$ cat config.mk
export PLATFORM = sky130hd
export DESIGN_NAME = k8088_bus
export DESIGN_NICKNAME = d
export VERILOG_FILES = /design/src/rtl/k8088_bus.sv
export SDC_FILE = /design/constraint.sdc
export NUM_CORES = 1
export LEC_CHECK = 0
export CAP_MARGIN = 10
export CORE_MARGIN = 1
export CORE_UTILIZATION = 47
export CTS_CLUSTER_DIAMETER = 100
export DETAILED_ROUTE_END_ITERATION = 7
export PLACE_DENSITY = 0.86
export RECOVER_POWER = 25
export SLEW_MARGIN = 20
export SYNTH_ARGS = -nofsm -noshare
export SYNTH_HDL_FRONTEND = slang
export SYNTH_SLANG_ARGS = --single-unit
$ cat constraint.sdc
create_clock -name clock -period 2.6 [get_ports clock]
set_input_delay 0.52 -clock clock [delete_from_list [all_inputs] [get_ports clock]]
set_output_delay 0.52 -clock clock [all_outputs]
set_load 0.01 [all_outputs]
$ cat src/rtl/k8088_bus.sv
// k8088 core to byte-wide memory bridge with bus watchdog.
// Optional one-entry read hit buffer: `K8088_BUS_HIT_EN.
module k8088_bus #(
   parameter int unsigned TIMEOUT = 255
) (
   input  logic        clock,
   input  logic        reset,
   input  logic [19:0] cpu_address,
   input  logic [7:0]  cpu_out,
   input  logic        cpu_we,
   output logic [7:0]  cpu_in,
   output logic        chipen,
   output logic [19:0] mem_address,
   output logic [7:0]  mem_wdata,
   output logic        mem_we,
   output logic        mem_req,
   input  logic [7:0]  mem_rdata,
   input  logic        mem_ack,
   output logic        bus_error
);

   typedef enum logic [1:0] {
      IDLE,
      WAIT,
      RUN
   } state_t;

   localparam logic [15:0] TMO = 16'(TIMEOUT);

   state_t      state, state_d;
   logic [15:0] cnt, cnt_d, cnt_inc;
   logic        chipen_d, req_d, we_d, err_d;
   logic [19:0] addr_d;
   logic [7:0]  wdata_d, cin_d;
   logic        tmo;
   logic        hit;
   logic [7:0]  hit_data;

   assign cnt_inc = cnt + 16'd1;
   assign tmo     = (TMO != 16'd0) && (cnt_inc == TMO);

`ifdef K8088_BUS_HIT_EN
   logic        hv;
   logic [19:0] ha;
   logic [7:0]  hd;

   assign hit      = !cpu_we && hv && (cpu_address == ha);
   assign hit_data = hd;

   always_ff @(posedge clock or posedge reset) begin
      if (reset) begin
         hv <= 1'b0;
         ha <= '0;
         hd <= '0;
      end else if (state == IDLE) begin
         if (cpu_we && (cpu_address == ha))
            hd <= cpu_out;
      end else if (state == WAIT) begin
         if (mem_ack) begin
            if (!mem_we) begin
               hv <= 1'b1;
               ha <= mem_address;
               hd <= mem_rdata;
            end
         end else if (tmo) begin
            hv <= 1'b0;
         end
      end
   end
`else
   assign hit      = 1'b0;
   assign hit_data = 8'h00;
`endif

   always_ff @(posedge clock or posedge reset) begin
      if (reset) begin
         state       <= IDLE;
         cnt         <= '0;
         chipen      <= 1'b0;
         mem_req     <= 1'b0;
         mem_we      <= 1'b0;
         mem_address <= '0;
         mem_wdata   <= '0;
         cpu_in      <= 8'h00;
         bus_error   <= 1'b0;
      end else begin
         state       <= state_d;
         cnt         <= cnt_d;
         chipen      <= chipen_d;
         mem_req     <= req_d;
         mem_we      <= we_d;
         mem_address <= addr_d;
         mem_wdata   <= wdata_d;
         cpu_in      <= cin_d;
         bus_error   <= err_d;
      end
   end

   always_comb begin
      state_d  = state;
      cnt_d    = cnt;
      chipen_d = 1'b0;
      req_d    = mem_req;
      we_d     = mem_we;
      addr_d   = mem_address;
      wdata_d  = mem_wdata;
      cin_d    = cpu_in;
      err_d    = bus_error;
      unique case (state)
         IDLE: begin
            addr_d  = cpu_address;
            wdata_d = cpu_out;
            we_d    = cpu_we;
            cnt_d   = '0;
            if (hit) begin
               cin_d    = hit_data;
               chipen_d = 1'b1;
               state_d  = RUN;
            end else begin
               req_d   = 1'b1;
               state_d = WAIT;
            end
         end
         WAIT: begin
            // ack takes priority over a watchdog expiring the same cycle
            if (mem_ack) begin
               req_d    = 1'b0;
               chipen_d = 1'b1;
               state_d  = RUN;
               if (!mem_we)
                  cin_d = mem_rdata;
            end else if (tmo) begin
               cnt_d    = cnt_inc;
               req_d    = 1'b0;
               cin_d    = 8'hFF;
               err_d    = 1'b1;
               chipen_d = 1'b1;
               state_d  = RUN;
            end else begin
               cnt_d = cnt_inc;
            end
         end
         RUN: begin
            state_d = IDLE;
         end
         default: begin
            state_d = IDLE;
         end
      endcase
   end

endmodule

Yosys cells after proc, flatten, opt, wreduce, memory -nomap -nowiden
Index checks and enable logic that the tools add are counted.

operators by class
  bitwise operators = 1
  reductions and logical operators = 7
  mux-type cells = 14
  equality and inequality tests = 5
  $add $sub $neg = 1

operators with widths
  operator                                              count
  case mux 16 bit (2 select lines)                      1
  2-to-1 mux 8 bit                                      3
  adder 16 x 1 -> 16 bit, second input constant         1
  equality test 16 x 8 -> 1 bit, second input constant  1
  2-to-1 mux 16 bit                                     1
  AND reduction 3 bit                                   2
  2-to-1 mux 1 bit                                      5
  2-to-1 mux 2 bit                                      2
  inequality test 2 bit, second input constant          2
  case mux 2 bit (2 select lines)                       1
  AND reduction 2 bit                                   2
  nonzero test 2 bit                                    2
  inequality test 3 bit, second input constant          1
  equality test 2 x 1 -> 1 bit, second input constant   1
  zero test 2 bit                                       1
  case mux 1 bit (2 select lines)                       1
  NOT 1 bit                                             1

word-level totals
  output and inout port bits = 40
  logic and storage cells = 37
  input port bits = 40
  register bits after elaboration = 58

Logic depth before layout (Yosys ltp)
  word-level depth = 5
  mapped depth = 8

Worst setup path before layout
No wires, ideal clock.

  path type = flip-flop to flip-flop
  start point = register cnt[1]
  end point = register mem_req
  required time = 2.481 ns
  buffers on the path = 0
  slack = 0.597 ns
  cell stages (with the launch flop) = 8
  arrival time = 1.885 ns
  library setup time = 0.119 ns
  period minus slack after synthesis = 2.003 ns
  path through = dfrtp_1 ha_1 nand3_1 nor3_1 a31oi_1 nor4_2 nor2_1 a21bo_1

on the way
  word-level cells in the longest chain between the ends = 4

ends and longest elaborated chain
  what                                    line  RTL
  start: declaration                      31    logic [15:0] cnt, cnt_d, cnt_inc;
  start signal: assignment                88    cnt <= cnt_d;
  adder 16 x 1 -> 16 bit                  39    assign cnt_inc = cnt + 16'd1;
  equality test 16 x 8 -> 1 bit           40    assign tmo = (TMO != 16'd0) && (cnt_inc == TMO);
  inequality test 3 bit (no source line)  --
  AND reduction 2 bit (no source line)    --
  end signal: assignment                  90    mem_req <= req_d;
  end: declaration                        16    output logic mem_req,

Every way passes these cells.
A chain may end at the register's enable or synchronous reset.

Final worst setup path
Same ends and word-level chain as after synthesis.

==> results <==
[Yosys cell counts]
library cell	instances
nor4_2	1
nand3b_1	1
nand3_1	14
and4_1	1
o31a_1	1
nor4_4	1
a31oi_1	3
mux2i_1	9
nor2_1	18
nand2_1	102
nor3_1	4
clkbuf_1	12
inv_1	3
and3_1	2
nand4_2	1
nand3_4	1
nand2b_1	2
xnor2_1	4
nor4_1	1
ha_1	2
a211oi_1	1
o31ai_1	2
or2b_1	1
a21bo_1	1
dfrtp_1	58
nor3b_1	1
buf_2	3
xor2_1	3
and3b_1	1
a21bo_2	1
nor4b_1	2
buf_1	1
and2_1	1
o22ai_1	1
nand4_1	4
a21oi_1	4
o21ai_0	26
or2_2	2
[sequential cells by signal (all words and copies together) (netlist names)]
signal and flops:
mem_wdata 8, mem_we 1, cnt 16, mem_req 1, cpu_in 8, chipen 1, bus_error 1, state 2
mem_address 20
[cells by family after synthesis]
group           share of synthesized area, %
compound gates                          8.49
xor+xnor                                2.30
fa+ha+maj                              0.938
buf+inv                                 2.82
flops                                   54.4
mux                                     3.38
simple gates                            27.6
[layer usage]
metal	GRT usage [%]	share of wire [%]	up-vias
met3	6.19	6.3	12
met1	29.0	45	1115
met4	10.2	1.9	0
met5	0	0	-
li1	-	-	1141
met2	36.9	47	80
[metrics by stage]
step | utilization, % | setup slack (ns) | hold WS, ns
2_1_floorplan | - | 0.597 | 0.504
3_3_place_gp | 64.7 | 0.413 | 0.457
3_5_place_dp | 64.7 | 0.326 | 0.460
4_1_cts | 68.4 | 0.312 | 0.476
5_1_grt | 68.2 | 0.0706 | 0.510
6_report | 68.2 | 0.295 | 0.475
[where the power goes]
part | switching, mW | internal [mW]
Sequential | 0.216 | 1.23
Clock | 0.362 | 0.493
Combinational | 0.799 | 0.799
[cell type report]
cell class                 instances  area, um^2
fill                             451        1740
sequential                        58        1450
multi-input combinational        219        1150
clock inverter                     4        50.0
timing repair buffer              84         826
inverter                           3        11.3
clock buffer                      12         155
tap                               72        90.1
[path summary, 6_finish.rpt]
check	start	end	slack (ns)	cells past startpoint
setup / recovery	cnt[1]	mem_req	0.29	7
hold / removal	mem_address[11]	mem_address[11]	0.47	2
setup reg to reg	cnt[1]	mem_req	0.29	7
hold reg to reg	mem_address[11]	mem_address[11]	0.47	2
max in group asynchronous	reset	mem_address[6]	0.44	3
min in group asynchronous	reset	cpu_in[2]	0.79	2
[worst min-delay path, cell delays in order, from the launching register on]
cell and delay [ns]:
dfrtp_1 0.34, nand2_1 0.05, nand2_1 0.06
[cells in the final DEF, fill, tap and decap left out, types with 9 or more instances in the layout]
master             n
nor2_1            17
dfrtp_1           58
o21ai_0           26
nand2_1          102
mux2i_1            9
clkdlybuf4s50_1   78
nand3_1           14
clkbuf_8          11
==> results.cfg <==
[outcome]
status = finished clean

[timing]
setup_tns_ns = 0
fmax_ghz = 0.434
final_hold_viol_count = 0
fin_crit_ns = 2.31
setup_viol = 0
worst_pin_slew_ns = 0.902
rsz0062_at_grt = no
clock-skew-final_ns = 0.00651
min_period_over_period_pct = 88.7
drv_slew = 0
slew_headroom_pct = 39.9

[die]
initial_core_util_pct = 48.7
die_h_um = 77.3
io_pins = 80
die_w_um = 77.3
die_area_um2 = 5980
num_rows = 27
core_um2 = 5470

[clock_tree]
postCtsHoldBufs = 0
clock-sinks = 58
root_buffer = clkbuf_8
h-tree-depth = 3
post-cts-setup-buffers = 0
cts_buffer_depth = 2
path_clk_slew_ns = 0.07
cts_resized = 0
clock_latency_ns = 0.34
cts_buffers = 9
cts_tree = done

[setup_path]
crit_path_max_incr_delay_ns = 0.50
crit_path_max_fanout = 9
crit_path_end_kind = flip-flop
path_class = reg2reg
crit_buf_inv = 0
required_ns = 2.83
cp_top_family = simple AND/OR/NAND/NOR gates
cp-start-kind = flip-flop
worstPathCellList = ha_1 -> nand3_1 -> nor3_1 -> a31oi_1 -> nor4_2 -> nor2_1 -> a21bo_1
cp_slowest_cell = dfrtp_1
arrival_ns = 2.54

[pwr]
finalPower_mw = 3.90
leakagePower_nw = 1.69
ir_worst_vdd_uv = 657
cellPowerDensity_nw_per_um2 = 1050

[placed_design]
gp_congestion = 0.862
placedCellCount = 436
portBuffers = 79
dp_hpwl_mm = 4.23
place_area_um2 = 3540

[route]
routed_wl_mm = 6.16
drt-initial-drc-count = 130
antenna_left = 0
num_vias = 2348
viasPerCell = 5.19
firstDrtPassIters = 4
drc = 0
wl_per_cell_um = 13.6

[final_layout]
design_area_um2 = 3730
area_growth_pct = 39.9
antennaDiodeCount = 0
fin_nets = 417
instances_no_fill = 452
drive_gt1_share_pct = 7.63

[worst_hold_path]
hold_class = reg2reg

[synth]
synth_top_area_share_pct = 54.4
yosysWarningCount = 0
yosysSeqAreaShare_pct = 54.4
yosys.area.top_type = dfrtp_1
syn-num-nets = 338
synth.avg_cell_area_um2 = 9.01
yosys-top-cells-area = dfrtp_1, nand2_1, o21ai_0
syn_inst = 296
ys_ff_latch = 58
yosysUniqueCellTypes = 38
syn_area_um2 = 2670

[global_route]
grt_first_pass_wirelength_mm = 10.6
grt_usage_pct = 23.0
grt_max_degree = 38
grt-ovfl-total = 0
grt_pass1_vias = 2350
antenna_found_initial = 0

[job]
maxCapViolations = 0
(Power assumes the default switching activity.)
